<file path="src/rtl/bin_to_bcd_seq.sv">
// bin_to_bcd_seq: sequential binary-to-BCD converter (double-dabble, one
// input bit per clock) with start/done handshake and out-of-range flag.
//
// Parameters
//   BIN_W   width of the unsigned binary operand (>= 1)
//   DIGITS  number of packed BCD output digits (>= 1)
// Ports
//   clk       rising-edge clock
//   rst       asynchronous active-high reset
//   start     conversion request, sampled only while ready
//   bin       binary operand, captured on the accepting edge
//   ready     idle, a start will be accepted
//   busy      conversion in progress (~ready)
//   done      one-cycle pulse, bcd/overflow just updated
//   bcd       packed result, digit k in [4k+3:4k]
//   overflow  last completed operand was >= 10^DIGITS
module bin_to_bcd_seq #(
  parameter int BIN_W  = 10,
  parameter int DIGITS = 4
) (
  input  logic                  clk,
  input  logic                  rst,
  input  logic                  start,
  input  logic [BIN_W-1:0]      bin,
  output logic                  ready,
  output logic                  busy,
  output logic                  done,
  output logic [4*DIGITS-1:0]   bcd,
  output logic                  overflow
);

  localparam int CW = $clog2(BIN_W + 1);
  localparam int SW = 4 * DIGITS;

  typedef enum logic {IDLE, SHIFT} state_t;

  state_t          state_q, state_d;
  logic [CW-1:0]   cnt_q, cnt_d;
  logic [BIN_W-1:0] bin_q, bin_d;
  logic [SW-1:0]   scr_q, scr_d;
  logic            ovf_sc_q, ovf_sc_d;
  logic [SW-1:0]   bcd_q, bcd_d;
  logic            ovf_q, ovf_d;
  logic            done_q, done_d;

  // One double-dabble iteration on the current scratch.
  logic [SW-1:0]   adj;
  logic [SW-1:0]   scr_sh;
  logic            top_out;

  always_comb begin
    adj = '0;
    for (int k = 0; k < DIGITS; k++) begin
      // Digits are independent: max 9+3 = 12 still fits in 4 bits.
      adj[4*k +: 4] = (scr_q[4*k +: 4] >= 4'd5) ? scr_q[4*k +: 4] + 4'd3
                                                 : scr_q[4*k +: 4];
    end
    top_out = adj[SW-1];
    scr_sh  = {adj[SW-2:0], bin_q[BIN_W-1]};
  end

  always_comb begin
    state_d  = state_q;
    cnt_d    = cnt_q;
    bin_d    = bin_q;
    scr_d    = scr_q;
    ovf_sc_d = ovf_sc_q;
    bcd_d    = bcd_q;
    ovf_d    = ovf_q;
    done_d   = 1'b0;
    unique case (state_q)
      IDLE: begin
        if (start) begin
          bin_d    = bin;
          scr_d    = '0;
          ovf_sc_d = 1'b0;
          cnt_d    = CW'(BIN_W);
          state_d  = SHIFT;
        end
      end
      SHIFT: begin
        scr_d    = scr_sh;
        bin_d    = bin_q << 1;
        // A bit leaving the top digit means the value reached 10^DIGITS;
        // the lower digits keep tracking the value modulo 10^DIGITS.
        ovf_sc_d = ovf_sc_q | top_out;
        cnt_d    = cnt_q - 1'b1;
        if (cnt_q == CW'(1)) begin
          bcd_d   = scr_sh;
          ovf_d   = ovf_sc_q | top_out;
          done_d  = 1'b1;
          state_d = IDLE;
        end
      end
      default: state_d = IDLE;
    endcase
  end

  always_ff @(posedge clk or posedge rst) begin
    if (rst) begin
      state_q  <= IDLE;
      cnt_q    <= '0;
      bin_q    <= '0;
      scr_q    <= '0;
      ovf_sc_q <= 1'b0;
      bcd_q    <= '0;
      ovf_q    <= 1'b0;
      done_q   <= 1'b0;
    end else begin
      state_q  <= state_d;
      cnt_q    <= cnt_d;
      bin_q    <= bin_d;
      scr_q    <= scr_d;
      ovf_sc_q <= ovf_sc_d;
      bcd_q    <= bcd_d;
      ovf_q    <= ovf_d;
      done_q   <= done_d;
    end
  end

  assign ready    = (state_q == IDLE);
  assign busy     = ~ready;
  assign done     = done_q;
  assign bcd      = bcd_q;
  assign overflow = ovf_q;

endmodule

</file>
<file path="config.mk">
export PLATFORM = sky130hd
export DESIGN_NAME = bin_to_bcd_seq
export DESIGN_NICKNAME = d
export VERILOG_FILES = /design/src/rtl/bin_to_bcd_seq.sv
export SDC_FILE = /design/constraint.sdc
export NUM_CORES = 1
export LEC_CHECK = 0
export ABC_AREA = 1
export BUFFER_PORTS_ARGS = -buffer_cell sky130_fd_sc_hd__buf_2
export CAP_MARGIN = 10
export CELL_PAD_IN_SITES_DETAIL_PLACEMENT = 1
export CELL_PAD_IN_SITES_GLOBAL_PLACEMENT = 1
export CORE_MARGIN = 2
export CORE_UTILIZATION = 45
export DETAILED_ROUTE_END_ITERATION = 16
export PLACE_DENSITY = 0.87
export SETUP_SLACK_MARGIN = 0.02
export SYNTH_ARGS = -nofsm -noshare
export SYNTH_HDL_FRONTEND = slang
export SYNTH_SLANG_ARGS = --single-unit
export TNS_END_PERCENT = 1
</file>
<file path="constraint.sdc">
create_clock -name clk -period 4 [get_ports clk]
set_clock_uncertainty 0.05 [all_clocks]
set_input_delay 0.2 -clock clk [delete_from_list [all_inputs] [get_ports clk]]
set_output_delay 0.2 -clock clk [all_outputs]
set_load 0.05 [all_outputs]
</file>
==> flow_summary.toml, run 1 <==
[timing]
hold_violations = 0
max_slew_margin_pct = 30.1
finalMaxSlewViolations = 0
timing.final.crit_share_pct = 47.1
totalNegativeSetupSlack_ns = 0
max_slew.worst_pin.slew_ns = 1.05
setup-violations-final = 0
achievable-frequency_mhz = 531
grt_setup_unrepaired = "no"
min_period_ns = 1.88

[yosys]
synth-edff-count = 0
yosys.cell_count.top_type = "sky130_fd_sc_hd__nand2_1"
synth_simple_gate_area_share_pct = 27.6
synthAdderAreaFrac_pct = 5.26
yosysWarnings = 0
dominantRegCellSynth = "sky130_fd_sc_hd__dfrtp_1"
syn_inst = 285
post-synth-top-area-cell = "sky130_fd_sc_hd__dfrtp_1"
synthesized_flop_and_latch_total = 50
synth_xor_xnor_area_share_pct = 0
synthesis.area_per_instance_um2 = 8.35
syn_nets = 308
distinct_cells_synth = 24
total_standard_cell_area_after_synthesis_mm2 = 0.00238
synth_compound_gate_area_share_pct = 8.20
async_reset_ff_share_pct = 100
synth.cells.most_frequent = "108 x sky130_fd_sc_hd__nand2_1, 50 x sky130_fd_sc_hd__dfrtp_1, 40 x sky130_fd_sc_hd__nand3_1, 24 x sky130_fd_sc_hd__inv_1, 14 x sky130_fd_sc_hd__o21ai_0"
synthMuxAreaShare_pct = 0
post-synth-top-area-fraction_pct = 52.6
synth_top_family_by_area = "simple AND/OR/NAND/NOR gates"
synth.top_cells.by_area = "sky130_fd_sc_hd__dfrtp_1 53%, sky130_fd_sc_hd__nand2_1 17%, sky130_fd_sc_hd__nand3_1 8.4%"
synth_seq_area_share_pct = 52.6

[die]
die_area_mm2 = 0.00589
floorplan.die.height_um = 76.7
initial_cell_density_of_the_core_pct = 46.6
design.portCount = 33
placement_rows = 26
core_region_area_mm2 = 0.00511
floorplan.die.width_um = 76.7

[route]
drc_errors = 0
route.vias.total = 2045
via_per_inst = 5.27
route.final.wire_length_mm = 5.75
avgRoutedWirePerCell_um = 14.8
drtIter0Drc = 114
firstDrtPassIters = 4
detail-route-antenna-nets = 0

[cts]
hold_buffers = 0
clock_tree_from_tritoncts = "yes"
insertion_delay_ns = 0.30
cts.root.buffer_cell = "sky130_fd_sc_hd__clkbuf_8"
cts.clk_slew.worst_paths_ns = 0.09
post_cts_buffers = 0
cts.repair.resized = 0
cts_buffer_depth = 2
htree_num_levels = 2
numCtsBuffers = 5
cts.sink_count = 50

[power_and_ir_drop]
power.ir.vdd_worst_mv = 0.384
leakagePower_uw = 0.00144
powerDensity_mw_per_mm2 = 945

[layout]
fillerInstances = 647
areaGrowthSynthToFinish_pct = 13.2
post_route_cells_drive_above_1_share_pct = 14.8
final_util_pct = 52.8
number_of_diodes_added_for_antenna_fixing = 0
multi_input_combinational_cell_area_um2 = 977
seqCellArea_mm2 = 0.00125
final_area_mm2 = 0.00270
finalNetCount = 340

[worst_setup_path]
kind_of_end_point_of_the_critical_path = "flop"
crit_path_cell_trace = "inv_1, ha_1, nand2_2, nor3_4, inv_2, nand2_1, o21ai_2"
critPathMaxStageDelay_ns = 0.48
critPathRequiredTime_ns = 4.14
arrival_time_at_the_worst_endpoint_ns = 2.03
worst_setup_path_startpoint = "cnt_q[1]"
setup.worst_path.class = "flop to flop"
r2r_start = "cnt_q[1]"
critical_path.slowest_cell = "sky130_fd_sc_hd__nor3_4"
timing.critical_path.from_type = "flop"
worst-path-max-fanout = 22

[placed_design]
dp_hpwl_mm = 4.05
routabilityCongestion = 0.831
place.port_buffers = 32
placement.cell_area_mm2 = 0.00259

[status]
outcome = "finished clean"

[grt]
grt_remaining_overflow = 0
grt_antenna_before_repair = 0
grt_start_max_net_pins = 51
grt_first_pass_wirelength_mm = 9.82
globalRouteTotalUtil_pct = 20.8
via_count_of_the_first_global_routing_pass = 2093

[hold_path]
min_path_type = "input pin to flop"
timing.hold.worst.start = "bin[4]"

[flow_run]
max_cap_violations = 0
## metrics by stage
| step | power, µW | worst slack [ns] | instances | hold WS, ns |
|---|---|---|---|---|
| CTS | 2570 | 2.09 | 388 | 0.0455 |
| global placement | 2120 | 2.17 | 380 | 0.354 |
| detailed placement | 2200 | 2.09 | 380 | 0.367 |
| finish | 2550 | 2.12 | 388 | 0.0529 |
| floorplan | 1870 | 2.35 | 285 | 0.270 |
| global route | 2750 | 1.94 | 388 | 0.0534 |
## report_power, final
part | switching [µW] | internal, µW
clock network | 165 | 187
registers | 170 | 732
logic | 932 | 360
total | 1270 | 1280
## registers in the layout, summed over array words and instances, names as in the netlist
signal and count:
cnt_q 4, scr_q 16, busy 1, ovf_sc_q 1, done 1, overflow 1
bcd 16, bin_q 10
## final timing paths
check                      cells after the start  slack, ns   endpoint
hold / removal                                 3       0.05   bin_q[4]
max in group asynchronous                      2       3.16  scr_q[15]
min in group asynchronous                      2       0.10   scr_q[8]
setup / recovery                               7       2.12     bcd[7]
setup reg to reg                               7       2.12     bcd[7]
hold reg to reg                                2       0.43     bcd[6]
## area by class of cell
type | count | area share (%)
clock buffers | 7 | 2.83
well taps | 70 | 3.25
multi-input cells | 200 | 36.3
repair buffers | 34 | 6.50
flip-flops and latches | 50 | 46.4
inverters | 26 | 3.62
clock inverters | 1 | 1.11
## placed cells by master (no fill, tap or decap), drive strengths merged, types with 5 or more instances in the layout
cell type and instances:
o22ai 5, dfrtp 50, nand2 109, clkbuf 7, ha 10, nand3 40, buf 34, inv 26
nor2 7, o21ai 19
## logic make-up (layout without fill, tap and decap cells)
group | after synthesis | count (layout)
adders and majority gates | 10 | 10
DFF | 50 | 50
and+or+nand+nor | 157 | 157
AOI/OAI and AO/OA | 33 | 33
buffers and inverters | 35 | 68
## per-layer routing
layer  routed length (µm)  vias up  share of wire (%)  global-route usage [%]
met5                    0        -                  0                       0
met4                   70        0                1.2                    5.45
met3                  186        7                3.2                    3.88
met2                 2860       32                 50                    35.7
met1                 2630     1021                 46                    27.2
li1                     -      985                  -                       -
## critical path: cells and delay by family (launching register included)
kind                     cells  cell delay (ns)
AND/OR/NAND/NOR              3             0.69
buffers and inverters        2             0.43
flip-flops                   1             0.38
adder cells (fa/ha/maj)      1             0.17
AO/OA/AOI/OAI                1             0.06
(Power assumes the default switching activity.)
==> run 2: changes to the inputs <==
ABC_AREA = 0   (was 1)
CORE_UTILIZATION = 40   (was 45)
PLACE_DENSITY = 0.79   (was 0.87)
clock period = 1.6 ns   (was 4 ns; I/O delays follow)
==> run 2 against run 1 <==
Effect of this change:
- the run now ends with setup timing left
- hold slack worse by 0.037 ns
- synthesized area up 0.95%
- largest cell class unchanged
- flip-flop and latch count did not move
- highest routed layer unchanged
- total power grew to 2.8 times the previous value
- register-to-register slack worse by 2.1 ns
- first-iteration DRC count is 49% lower
- non-clock buffer count is 20 higher
- core utilization decreased by 0.54 points
- critical path type unchanged
- sequential share of layout area decreased by 5.4 points
- critical path depth unchanged
- sequential power rose to 2.5 times the previous value
- wire length fell by 4.1%
==> flow_summary.toml, run 2 <==
[die]
core_region_area_mm2 = 0.00585
design.portCount = 33
placement_rows = 28
initial_cell_density_of_the_core_pct = 41.1
die_area_mm2 = 0.00664
floorplan.die.width_um = 81.5
floorplan.die.height_um = 81.5

[yosys]
synth_top_family_by_area = "compound AO/OA/AOI/OAI gates"
synthesis.area_per_instance_um2 = 10.2
yosysWarnings = 0
async_reset_ff_share_pct = 100
post-synth-top-area-cell = "sky130_fd_sc_hd__dfrtp_1"
dominantRegCellSynth = "sky130_fd_sc_hd__dfrtp_1"
synth-edff-count = 0
synth_seq_area_share_pct = 52.1
syn_nets = 259
synth_xor_xnor_area_share_pct = 1.82
synth_compound_gate_area_share_pct = 16.6
synthMuxAreaShare_pct = 6.04
total_standard_cell_area_after_synthesis_mm2 = 0.00240
yosys.cell_count.top_type = "sky130_fd_sc_hd__dfrtp_1"
synth.top_cells.by_area = "sky130_fd_sc_hd__dfrtp_1 52%, sky130_fd_sc_hd__nand2_1 7.0%, sky130_fd_sc_hd__ha_1 5.2%"
synth.cells.most_frequent = "50 x sky130_fd_sc_hd__dfrtp_1, 45 x sky130_fd_sc_hd__nand2_1, 16 x sky130_fd_sc_hd__o21ai_0, 16 x sky130_fd_sc_hd__o22ai_1"
syn_inst = 236
distinct_cells_synth = 25
synthAdderAreaFrac_pct = 5.21
synth_simple_gate_area_share_pct = 12.1
synthesized_flop_and_latch_total = 50
post-synth-top-area-fraction_pct = 52.1

[layout]
final_util_pct = 52.2
multi_input_combinational_cell_area_mm2 = 0.00119
most-common-layout-cells = "49 x sky130_fd_sc_hd__dfrtp_1, 34 x sky130_fd_sc_hd__nand2_1, 31 x sky130_fd_sc_hd__buf_2"
fillerInstances = 655
number_of_diodes_added_for_antenna_fixing = 0
areaGrowthSynthToFinish_pct = 27.2
post_route_cells_drive_above_1_share_pct = 41.4
final_area_mm2 = 0.00306
finalNetCount = 307
seqCellArea_mm2 = 0.00125
leading_cell_type_in_the_layout_fill_and_taps_excluded = "sky130_fd_sc_hd__dfrtp_1"

[power_and_ir_drop]
power.clock.fraction_pct = 10.2
report.power.total_uw = 7130
power_switching_share_pct = 46.3
power.ir.vdd_worst_mv = 0.895
power_report.internal_total_uw = 3830
leakagePower_uw = 0.00141
power_switching_uw = 3300
powerDensity_mw_per_mm2 = 2330
pwr-share-seq_pct = 32.2
comb_power_share_pct = 57.6

[placed_design]
placement.cell_area_mm2 = 0.00276
routabilityCongestion = 0.733
placement.setup.worst_slack_ns = -0.0906
place.port_buffers = 32
dp_hpwl_mm = 3.59

[grt]
grt_first_pass_wirelength_mm = 8.86
grt_remaining_overflow = 0
globalRouteTotalUtil_pct = 17.4
grt_start_max_net_pins = 37
grt_antenna_before_repair = 0
via_count_of_the_first_global_routing_pass = 1909

[status]
outcome = "complete, but fails checks"
failed_checks = "setup timing"

[timing]
grt_setup_unrepaired = "yes"
max_slew.worst_pin.slew_ns = 0.511
hold_violations = 0
setup-violations-final = 1
max_slew_margin_pct = 66.0
totalNegativeSetupSlack_ns = -0.00269
finalWorstSetupSlack_ns = -0.00269
achievable-frequency_mhz = 624
min_period_ns = 1.60
timing.final.crit_share_pct = 100
finalMaxSlewViolations = 0

[cts]
clock_tree_from_tritoncts = "yes"
cts.clk_slew.worst_paths_ns = 0.09
htree_num_levels = 2
cts_buffer_depth = 2
cts.sink_count = 50
insertion_delay_ns = 0.31
cts.root.buffer_cell = "sky130_fd_sc_hd__clkbuf_8"
numCtsBuffers = 5

[route]
avgRoutedWirePerCell_um = 15.3
route.final.wire_length_mm = 5.52
total_routed_wire_length_on_the_met1_layer_mm = 2.33
wl_met2_mm = 2.96
drc_errors = 0
detail-route-antenna-nets = 0
highest-signal-layer = "met4"
via_per_inst = 5.17
routed-wl-met3_um = 141
firstDrtPassIters = 3
route.vias.total = 1860
drtIter0Drc = 58

[worst_setup_path]
r2r.worst_path.cells = 7
worst-path-max-fanout = 3
setup.worst_path.class = "flop to flop"
critPathRequiredTime_ns = 1.74
r2r_start = "scr_q[5]"
r2r_slack_ns = -0.003
r2r-end = "scr_q[5]"
timing.critical_path.from_type = "flop"
critPathMaxStageDelay_ns = 0.38
kind_of_end_point_of_the_critical_path = "flop"
critical_path.slowest_cell = "sky130_fd_sc_hd__dfrtp_1"
crit_path_cell_trace = "inv_1, ha_2, nand2b_4, a21oi_4, buf_4, xnor2_1, o22ai_1"
arrival_time_at_the_worst_endpoint_ns = 1.74

[flow_run]
max_cap_violations = 0

[hold_path]
whs_endpoint = "bin_q[2]"
min_path_type = "input pin to flop"
min_path_cells = 3
timing.hold.worst.start = "bin[2]"
## run 2: changes by cell type in the layout (fill, tap and decap cells not counted), sizes merged, moves of 11 or more
cell   change
a21oi     +13
buf       +17
inv       -11
nand2     -64
nand3     -40
o21ai     +12
o22ai     +11
## run 2: timing repair
| item | CTS | global route |
|---|---|---|
| setup endpoints to repair | 16 | 27 |
| pin swaps | 4 | 6 |
| hold buffers | 2 | 0 |
| endpoints found under the hold margin | 15 | 0 |
| resized for setup | 17 | 28 |
| buffers inserted | 1 | 1 |
## run 2: final cells by class
cell class / instances / share of cell area, %
Clock inverter: 2 / 0.328
Sequential cell: 50 / 41.0
Tap cell: 75 / 3.07
Timing Repair Buffer: 54 / 12.2
Clock buffer: 6 / 2.38
Multi-Input combinational cell: 158 / 39.1
Inverter: 15 / 1.92
## run 2: worst max path at each step
stage                  start        end  slack (ns)  cells past startpoint
floorplan               busy    bcd[15]       -0.16                      7
global placement    scr_q[8]  scr_q[10]       -0.02                      6
detailed placement  scr_q[4]   scr_q[6]       -0.09                      6
CTS                 scr_q[4]   scr_q[6]    -0.00004                      6
global route        scr_q[5]   scr_q[5]       -0.05                      7
finish              scr_q[5]   scr_q[5]      -0.003                      7
## run 2: worst max-delay path, delay by kind of cell, from the launching register on
| family | cells | cell delay (ns) |
|---|---|---|
| and+or+nand+nor | 1 | 0.14 |
| DFF | 1 | 0.38 |
| AOI/OAI and AO/OA | 2 | 0.18 |
| buffers and inverters | 2 | 0.29 |
| adders and majority gates | 1 | 0.22 |
| xor gates and xnor gates | 1 | 0.23 |
## run 2: layer usage
metal / vias up / GRT usage (%)
met1: 926 / 21.6
met3: 9 / 3.19
met2: 25 / 30.4
met4: 0 / 6.10
li1: 900 / -
met5: - / 0
## run 2: metrics by stage
step	cells	hold slack [ns]
floorplan	236	0.186
global placement	348	0.0149
detailed placement	348	0.0201
CTS	359	0.0139
global route	360	0.0332
finish	360	0.0155
## run 2: power groups by stage
stage / registers (µW) / clock network (µW) / logic (µW)
2_1_floorplan: 2850 / 0 / 1940
3_3_place_gp: 2210 / 0 / 3400
3_5_place_dp: 2230 / 0 / 3550
4_1_cts: 2240 / 753 / 3740
5_1_grt: 2380 / 805 / 4500
6_report: 2290 / 728 / 4110
## run 2: logic make-up after synthesis
kind of cell,count (synthesis)
xor gates and xnor gates,5
muxes,14
and+or+nand+nor,65
AOI/OAI and AO/OA,64
buffers and inverters,28
DFF,50
adders and majority gates,10
